**config.mk**
```make
export PLATFORM = sky130hd
export DESIGN_NAME = perceptron_epoch_scheduler
export DESIGN_NICKNAME = d
export VERILOG_FILES = /design/src/rtl/perceptron_pkg.sv /design/src/rtl/perceptron_sample_addr_gen.sv /design/src/rtl/perceptron_epoch_scheduler.sv
export SDC_FILE = /design/constraint.sdc
export NUM_CORES = 1
export LEC_CHECK = 0
export ABC_AREA = 0
export CELL_PAD_IN_SITES_DETAIL_PLACEMENT = 1
export CELL_PAD_IN_SITES_GLOBAL_PLACEMENT = 1
export CORE_MARGIN = 2
export CORE_UTILIZATION = 31
export CTS_CLUSTER_DIAMETER = 120
export CTS_CLUSTER_SIZE = 12
export DETAILED_ROUTE_END_ITERATION = 16
export PLACE_DENSITY_LB_ADDON = 0.1
export SETUP_SLACK_MARGIN = 0.15
export SLEW_MARGIN = 30
export SYNTH_ARGS = -nofsm -noshare
export SYNTH_HDL_FRONTEND = slang
export SYNTH_SLANG_ARGS = --single-unit
```
**constraint.sdc**
```tcl
create_clock -name clk -period 1.82 [get_ports clk]
set_input_delay 0.455 -clock clk [delete_from_list [all_inputs] [get_ports clk]]
set_output_delay 0.455 -clock clk [all_outputs]
set_load 0.005 [all_outputs]
```
**src/rtl/perceptron_pkg.sv**
```systemverilog
// Shared types and constants for the perceptron epoch scheduler.
// ROM word layout is {x1, x2, t}, with t in the LSB.
package perceptron_pkg;

  typedef enum logic [2:0] {
    S_IDLE,
    S_ARM,
    S_READY,
    S_FETCH,
    S_DELIVER,
    S_ABORT,
    S_DONE
  } state_t;

  localparam int DEF_N_SAMPLES  = 16;
  localparam int DEF_ADDR_W     = 4;
  localparam int DEF_DATA_W     = 8;
  localparam int DEF_MAX_EPOCHS = 64;
  localparam int DEF_EP_W       = 7;

  // Field offsets within a ROM word of the default width.
  localparam int T_BIT  = 0;
  localparam int X2_MSB = DEF_DATA_W;
  localparam int X1_MSB = 2 * DEF_DATA_W;

  // The same offsets for any sample width.
  function automatic int x2_msb(input int data_w);
    return data_w;
  endfunction

  function automatic int x1_msb(input int data_w);
    return 2 * data_w;
  endfunction

endpackage

```
**src/rtl/perceptron_sample_addr_gen.sv**
```systemverilog
// Sample address register with epoch wrap, last-address and epoch-start compare.
// Define PERCEPTRON_EPOCH_ROTATE_EN to make epoch e start at address (e mod N_SAMPLES).
module perceptron_sample_addr_gen
  import perceptron_pkg::*;
#(
  parameter int N_SAMPLES = DEF_N_SAMPLES,
  parameter int ADDR_W    = DEF_ADDR_W
) (
  input  logic              clk,
  input  logic              rst,
  input  logic              clear,
  input  logic              load_start,
  input  logic              advance,
  output logic [ADDR_W-1:0] addr,
  output logic [ADDR_W-1:0] next_start,
  output logic              at_start,
  output logic              at_last
);

  localparam logic [ADDR_W-1:0] LAST = ADDR_W'(N_SAMPLES - 1);

  logic [ADDR_W-1:0] addr_q;

`ifdef PERCEPTRON_EPOCH_ROTATE_EN
  logic [ADDR_W-1:0] start_q;

  always_ff @(posedge clk) begin
    if (rst || clear) begin
      start_q <= '0;
    end else if (load_start) begin
      start_q <= next_start;
    end
  end

  assign next_start = (start_q == LAST) ? '0 : start_q + ADDR_W'(1);
  assign at_start   = (addr_q == start_q);
  // The epoch ends on the address just before its rotated start.
  assign at_last    = (addr_q == ((start_q == '0) ? LAST : start_q - ADDR_W'(1)));
`else
  assign next_start = '0;
  assign at_start   = (addr_q == '0);
  assign at_last    = (addr_q == LAST);
`endif

  // NOTE: sequential state uses non-blocking assignments so every flop samples pre-edge values.
  always_ff @(posedge clk) begin
    if (rst || clear) begin
      addr_q <= '0;
    end else if (load_start) begin
      addr_q <= next_start;
    end else if (advance) begin
      addr_q <= (addr_q == LAST) ? '0 : addr_q + ADDR_W'(1);
    end
  end

  assign addr = addr_q;

endmodule

```
**src/rtl/perceptron_epoch_scheduler.sv**
```systemverilog
// Epoch sequencer between the go/done handshake, the sample ROM and the perceptron trainer.
// Optional PERCEPTRON_EPOCH_ROTATE_EN rotates each epoch's start address (see address generator).
module perceptron_epoch_scheduler
  import perceptron_pkg::*;
#(
  parameter int N_SAMPLES  = DEF_N_SAMPLES,
  parameter int ADDR_W     = DEF_ADDR_W,
  parameter int DATA_W     = DEF_DATA_W,
  parameter int MAX_EPOCHS = DEF_MAX_EPOCHS,
  parameter int EP_W       = DEF_EP_W
) (
  input  logic                clk,
  input  logic                rst,
  input  logic                go,
  output logic                busy,
  output logic                done,
  output logic                converged,
  output logic                timeout,
  output logic                trn_start,
  output logic                trn_abort,
  input  logic                trn_rd_req,
  input  logic                trn_err,
  input  logic                trn_done,
  output logic [DATA_W-1:0]   trn_x1,
  output logic [DATA_W-1:0]   trn_x2,
  output logic                trn_t,
  output logic                trn_valid,
  output logic                trn_eof,
  output logic                trn_epoch_err,
  output logic [ADDR_W-1:0]   rom_addr,
  input  logic [2*DATA_W:0]   rom_data,
  output logic [EP_W-1:0]     epoch_cnt,
  output logic [ADDR_W:0]     err_cnt,
  output logic [ADDR_W:0]     last_err
);

  localparam int X1_HI = x1_msb(DATA_W);
  localparam int X2_HI = x2_msb(DATA_W);
  localparam logic [ADDR_W:0] ERR_MAX   = '1;
  localparam logic [EP_W-1:0] EP_LIMIT  = EP_W'(MAX_EPOCHS);
  localparam logic [EP_W-1:0] EP_LAST   = EP_W'(MAX_EPOCHS - 1);

  state_t state_q, state_d;

  logic              accept_go, serve, close, hit_limit, set_conv, deliver;
  logic              delivered_any;
  logic [EP_W-1:0]   ep_inc;
  logic [ADDR_W:0]   err_inc;
  logic [ADDR_W-1:0] addr, next_start;
  logic              at_start, at_last;

  perceptron_sample_addr_gen #(
    .N_SAMPLES(N_SAMPLES),
    .ADDR_W   (ADDR_W)
  ) u_addr_gen (
    .clk       (clk),
    .rst       (rst),
    .clear     (accept_go),
    .load_start(close),
    .advance   (deliver),
    .addr      (addr),
    .next_start(next_start),
    .at_start  (at_start),
    .at_last   (at_last)
  );

  assign ep_inc  = (epoch_cnt == '1) ? epoch_cnt : epoch_cnt + EP_W'(1);
  assign err_inc = (trn_err && err_cnt != ERR_MAX) ? err_cnt + (ADDR_W+1)'(1) : err_cnt;
  assign deliver = (state_q == S_DELIVER);

  always_ff @(posedge clk) begin
    if (rst) begin
      state_q <= S_IDLE;
    end else begin
      state_q <= state_d;
    end
  end

  // NOTE: every combinational output gets a default first, so no path can infer a latch.
  always_comb begin
    state_d   = state_q;
    accept_go = 1'b0;
    serve     = 1'b0;
    close     = 1'b0;
    hit_limit = 1'b0;
    set_conv  = 1'b0;
    case (state_q)
      S_IDLE, S_DONE: begin
        if (go) begin
          accept_go = 1'b1;
          state_d   = S_ARM;
        end
      end
      S_ARM: begin
        if (!trn_done) state_d = S_READY;
      end
      S_READY: begin
        if (trn_rd_req) begin
          close = at_start && delivered_any;
          if (close && ep_inc == EP_LIMIT) begin
            hit_limit = 1'b1;
            state_d   = S_ABORT;
          end else begin
            serve   = 1'b1;
            state_d = S_FETCH;
          end
        end else if (trn_done) begin
          set_conv = 1'b1;
          state_d  = S_DONE;
        end
      end
      S_FETCH:   state_d = S_DELIVER;
      S_DELIVER: state_d = S_READY;
      S_ABORT:   state_d = S_DONE;
      default:   state_d = S_IDLE;
    endcase
  end

  always_ff @(posedge clk) begin
    if (rst) begin
      trn_start     <= 1'b0;
      trn_valid     <= 1'b0;
      trn_x1        <= '0;
      trn_x2        <= '0;
      trn_t         <= 1'b0;
      trn_eof       <= 1'b0;
      rom_addr      <= '0;
      epoch_cnt     <= '0;
      err_cnt       <= '0;
      last_err      <= '0;
      converged     <= 1'b0;
      timeout       <= 1'b0;
      delivered_any <= 1'b0;
    end else begin
      trn_start <= accept_go;
      trn_valid <= deliver;
      if (accept_go) begin
        epoch_cnt     <= '0;
        err_cnt       <= '0;
        last_err      <= '0;
        converged     <= 1'b0;
        timeout       <= 1'b0;
        delivered_any <= 1'b0;
      end else begin
        // An error coincident with the closing request belongs to the closing epoch.
        if (close) begin
          epoch_cnt <= ep_inc;
          last_err  <= err_inc;
          err_cnt   <= '0;
        end else if (busy) begin
          err_cnt <= err_inc;
        end
        if (set_conv)  converged <= 1'b1;
        if (hit_limit) timeout   <= 1'b1;
      end
      if (serve) begin
        rom_addr <= close ? next_start : addr;
      end
      if (deliver) begin
        trn_x1        <= rom_data[X1_HI -: DATA_W];
        trn_x2        <= rom_data[X2_HI -: DATA_W];
        trn_t         <= rom_data[T_BIT];
        trn_eof       <= at_last;
        delivered_any <= 1'b1;
      end
    end
  end

  assign busy          = !(state_q inside {S_IDLE, S_DONE});
  assign done          = !busy;
  assign trn_abort     = (state_q == S_ABORT);
  assign trn_epoch_err = (err_cnt != '0) && (epoch_cnt < EP_LAST);

endmodule

```
==> flow_metrics.tcl, run 1 <==
set metrics [dict create \
    cts_tree "done" \
    period_share_pct 99.7 \
    grt_max_degree 21 \
    io_buffer_count 69 \
    status "finished, final reports clean" \
    arrival_ns 2.01 \
    layout_commonest_cell "buf_4" \
    skew_ns 0.00794 \
    core_area_mm2 0.00765 \
    cp_max_fo 4 \
    ir_drop_mv 0.380 \
    drt_iter0_markers 41 \
    rsz0062_at_grt "yes" \
    cts_max_path_buffers 2 \
    wl_per_cell_um 15.0 \
    grt_pass1_vias 2471 \
    vias_per_cell 4.82 \
    grt_usage_pct 17.8 \
    report.final.slew_viol_count 0 \
    worstPathRequired_ns 2.02 \
    crit_end "err_cnt[3]" \
    clk_pin_slew_ns 0.09 \
    setup_ws_ns 0.00616 \
    r2r_end "err_cnt[3]" \
    ios 70 \
    diodes 0 \
    fin_cells 502 \
    cts_root_buffer "clkbuf_8" \
    ff2ff_setup_slack_ns 0.006 \
    grt_pass1_wl_um 12000 \
    crit_start "err_cnt[1]" \
    hp-class "reg2reg" \
    die_h_um 92.2 \
    nNetsFinal 428 \
    hold_slack_ns 0.457 \
    clock_sinks 51 \
    slew_headroom_pct 76.5 \
    synthCells 277 \
    synth_top_area_share_pct 42.4 \
    h-tree-depth 2 \
    hold_buffers 0 \
    start_util_pct 31.5 \
    drtAntennaViolNets 0 \
    drt-total-wl_um 7530 \
    end_kind "register" \
    ys_seq_area_share_pct 42.4 \
    start_kind "register" \
    rows 32 \
    synth_nets 306 \
    synth_area_per_cell_um2 8.70 \
    dp_hpwl_um 5110 \
    dr.pass1.iters 4 \
    gp_congestion 0.822 \
    netlist_area_mm2 0.00241 \
    fmax_mhz 551 \
    grt-ovfl-total 0 \
    worst_hold_path.num_cells 2 \
    finalSetupViolCount 0 \
    pre_cts_slack_ns -0.186 \
    finalSetupTns_ns 0 \
    fp.dieArea_mm2 0.00849 \
    synth_top_area_cell "dfxtp_1" \
    drcViolationCount 0 \
    mostFrequentLayoutCells "buf_4 (50), clkdlybuf4s50_1 (49), nand2_1 (48)" \
    worstReg2RegStart "err_cnt[1]" \
    path_class "reg2reg" \
    reg2regPathDepth 9 \
    synth_cell_types 50 \
    yosys_warnings 0 \
    yosys-top-cells-area "dfxtp_1 (42%), nand2_1 (7.8%), a21oi_1 (6.9%), nor2_1 (4.2%), a211oi_2 (3.1%)" \
    p_per_area_mw_per_mm2 575 \
    cts_buffers 5 \
    finalHoldViolations 0 \
    fin_crit_ns 1.81 \
    power.leakage_uw 0.00159 \
    maxCapViolations 0 \
    vias 2419 \
    grt_antenna_before_repair 0 \
    synth-seq-cells 51 \
    fill_cells 865 \
    layout-drive-gt1-share_pct 37.0 \
    worstSkewPairLatency_ns 0.31 \
    worstMarginPinSlew_ns 0.351 \
    layout-area-overhead-vs-synth_pct 68.2 \
    fp.dieW_um 92.2 \
    dp.cells 475 \
]
[cells by family (layout without fill, tap and decap cells)]
kind of cell	count (synthesis)	count (layout)	share of synthesized area, %
flip-flops	51	51	42.4
AO/OA/AOI/OAI	68	68	19.8
XOR/XNOR	10	10	3.63
adder cells (fa/ha/maj)	6	6	3.12
AND/OR/NAND/NOR	112	112	23.9
buffers and inverters	26	149	5.56
multiplexers	4	4	1.66
[critical path, stage by stage (launching register included)]
cell	delay [ns]
dfxtp_2	0.34
buf_4	0.15
ha_4	0.15
and3_4	0.18
ha_4	0.15
nor2b_4	0.13
nand4_1	0.19
nor2_2	0.21
xnor2_2	0.14
nor2_1	0.06
[cell type report]
| class | instances | area, um2 | share of cell area (%) |
|---|---|---|---|
| clock inverters | 1 | 7.51 | 0.185 |
| well taps | 102 | 128 | 3.15 |
| inverters | 8 | 32.5 | 0.802 |
| multi-input cells | 200 | 1480 | 36.5 |
| flip-flops and latches | 51 | 1060 | 26.1 |
| clock buffers | 7 | 96.3 | 2.38 |
| repair buffers | 133 | 1250 | 30.9 |
[worst min path at each step]
| stage | from | endpoint | slack, ns |
|---|---|---|---|
| after global placement | trn_t | trn_t | 0.44 |
| final | trn_t | trn_t | 0.46 |
| after floorplan | trn_eof | trn_eof | 0.45 |
| after CTS | trn_t | trn_t | 0.46 |
| after global routing | timeout | timeout | 0.49 |
| after detailed placement | trn_t | trn_t | 0.45 |
[power breakdown]
group	switching, uW	leakage [uW]	internal (uW)	total [uW]
Combinational	193	0.00111	256	450
Clock	391	0.0000505	347	737
Sequential	14.0	0.000423	1130	1140
Total	598	0.00159	1730	2330
[registers in the layout, indices dropped and copies added (netlist names)]
name and count:
trn_valid 1, timeout 1, u_addr_gen.addr 4, trn_x1 8
last_err 5, trn_x2 8, delivered_any 1, converged 1
trn_t 1, epoch_cnt 7, trn_eof 1, err_cnt 5
trn_start 1, state_q 3, rom_addr 4
[through the flow]
step           utilization, %  power [uW]  area (um2)
2_1_floorplan               -        1320        2420
3_5_place_dp             45.6        1510        3490
5_1_grt                  53.0        2430        4050
3_3_place_gp             45.6        1500        3490
6_report                 53.0        2330        4050
4_1_cts                  50.0        2290        3820
[Yosys cell counts (all sizes together)]
cell type,n
nand4b,1
and3,5
xor2,4
or3,2
a21o,3
o31ai,1
nor2b,2
dfxtp,51
o22ai,3
or2,1
o32a,1
o211ai,2
nand2,50
a21oi,34
nor2,28
nand3,4
o21a,2
nor3,1
mux2i,4
o21ai,5
nand4,3
or4,1
nor3b,1
a31oi,4
nand2b,5
clkbuf,4
a311oi,5
a41oi,1
nand3b,1
xnor2,6
ha,6
inv,8
and2,2
buf,14
nand4bb,2
nor4b,3
a211oi,7
[metal layers]
layer,GRT usage (%),vias up,part of all wire [%]
met4,5.60,0,1.7
met5,0,-,0
met1,20.1,1162,42
li1,-,1199,-
met2,32.5,49,52
met3,4.52,9,4.7
[timing repair]
| item | 4_1_cts | 5_1_grt |
|---|---|---|
| hold endpoints to repair | 0 | 0 |
| pin swaps | 15 | 13 |
| gates resized for setup | 75 | 37 |
| gates cloned | 0 | 1 |
| setup buffers | 10 | 8 |
| setup endpoints to repair | 34 | 35 |
Note: power is estimated with default switching activity, not from simulation.
==> run 2: changes to the inputs <==
clock period = 1.5 ns   (was 1.82 ns; I/O delays follow)
==> flow_metrics.tcl, run 2 (synthesis gave the netlist of run 1 again) <==
set metrics [dict create \
    status "finished with violations" \
    violations "negative setup slack" \
    fmax_mhz 573 \
    worst_hold_path.num_cells 2 \
    finalSetupTns_ns -5.33 \
    die_h_um 92.2 \
    arrival_ns 1.94 \
    top_regs "trn_x1 (8), trn_x2 (8), epoch_cnt (7)" \
    fill_cells 805 \
    p_per_area_mw_per_mm2 602 \
    end_kind "register" \
    grt_max_degree 21 \
    grt_pass1_wl_um 13600 \
    slew_headroom_pct 76.8 \
    cts_buffers 5 \
    finalHoldViolations 0 \
    maxCapViolations 0 \
    p_clk_share_pct 27.8 \
    drcViolationCount 0 \
    start_util_pct 31.5 \
    vias 2640 \
    worstPathRequired_ns 1.70 \
    start_kind "register" \
    rows 32 \
    hp-class "reg2reg" \
    vias_per_cell 4.91 \
    power.leakage_uw 0.00196 \
    fin_crit_ns 1.74 \
    hold_buffers 0 \
    cp_max_fo 6 \
    grt_antenna_before_repair 0 \
    swShare_pct 27.7 \
    core_area_mm2 0.00765 \
    report.final.slew_viol_count 0 \
    r2r_end "last_err[4]" \
    fp.dieW_um 92.2 \
    grt_pass1_vias 2719 \
    nNetsFinal 464 \
    grt_usage_pct 20.0 \
    clock_sinks 51 \
    skew_ns 0.0152 \
    finalSetupViolCount 33 \
    period_share_pct 116 \
    worstReg2RegStart "err_cnt[1]" \
    io_buffer_count 69 \
    fp.dieArea_mm2 0.00849 \
    worstSkewPairLatency_ns 0.31 \
    gp_congestion 0.776 \
    diodes 0 \
    ff2ff_setup_slack_ns -0.24 \
    worstMarginPinSlew_ns 0.346 \
    ir_drop_mv 0.351 \
    setup_ws_ns -0.245 \
    p_int_uw 2090 \
    layout_commonest_cell "buf_4" \
    grt-ovfl-total 0 \
    holdPathEnd "trn_x2[1]" \
    p_sw_uw 803 \
    layout-drive-gt1-share_pct 62.6 \
    dp_hpwl_um 5300 \
    drt_iter0_markers 38 \
    cts_tree "done" \
    worstHoldStart "trn_x2[1]" \
    ios 70 \
    mostFrequentLayoutCells "buf_4 (55), buf_6 (42), dfxtp_2 (32)" \
    path_class "reg2reg" \
    cts_root_buffer "clkbuf_8" \
    cts_max_path_buffers 2 \
    wl_per_cell_um 17.3 \
    power_frac_comb_pct 24.2 \
    drtAntennaViolNets 0 \
    layout-area-overhead-vs-synth_pct 99.5 \
    drt-total-wl_um 9320 \
    seq_power_share_pct 48.0 \
    dr.pass1.iters 4 \
    fin_util_pct 62.9 \
    h-tree-depth 2 \
    rsz0062_at_grt "yes" \
    clk_pin_slew_ns 0.10 \
    reg2regPathDepth 9 \
]
run 2: per-layer routing:
metal	track usage, %	up-vias	share of wire [%]
met4	4.73	0	2.1
met1	23.0	1289	41
met3	4.03	15	3.0
li1	-	1275	-
met5	0	-	0
met2	37.9	61	54
run 2: metrics by stage:
step	hold WS, ns	area (um2)	worst slack [ns]	total power, uW	std cells
after floorplan	0.453	2510	-0.109	1600	277
after global placement	0.441	3640	-0.407	1830	484
after detailed placement	0.450	3640	-0.423	1830	484
after CTS	0.459	4220	-0.245	2800	518
after global routing	0.476	4810	-0.309	3030	538
final	0.461	4810	-0.245	2900	538
run 2: layout make-up:
class	count	area, um2	share of cell area [%]
Clock buffer	6	72.6	1.51
Clock inverter	2	12.5	0.260
Inverter	8	37.5	0.781
Multi-Input combinational cell	200	1850	38.6
Sequential cell	51	1080	22.4
Tap cell	102	128	2.65
Timing Repair Buffer	169	1630	33.8
run 2: power groups by stage:
stage	logic (uW)	registers (uW)	clock network (uW)
6_report	701	1390	806
5_1_grt	745	1390	889
4_1_cts	581	1380	831
3_5_place_dp	421	1410	0
3_3_place_gp	414	1410	0
2_1_floorplan	186	1420	0
run 2: what timing repair did:
item,4_1_cts,5_1_grt
pin swaps,24,38
setup endpoints to repair,96,64
buffers inserted,26,18
gates cloned,0,2
resized for setup,181,115
run 2: how the worst max path moves through the flow:
| stage | depth (start not counted) | start | to |
|---|---|---|---|
| floorplan | 9 | err_cnt[0] | err_cnt[3] |
| global placement | 6 | trn_rd_req | epoch_cnt[1] |
| detailed placement | 6 | trn_rd_req | epoch_cnt[1] |
| CTS | 5 | err_cnt[1] | trn_epoch_err |
| global route | 10 | err_cnt[1] | last_err[2] |
| finish | 9 | err_cnt[1] | last_err[4] |
run 2: worst max-delay path: stages, from the launching register on:
cell	delay [ns]
dfxtp_2	0.35
buf_6	0.12
ha_4	0.15
and3_4	0.15
ha_4	0.16
nor2b_4	0.12
buf_6	0.14
buf_6	0.11
mux2i_4	0.24
a211oi_2	0.09
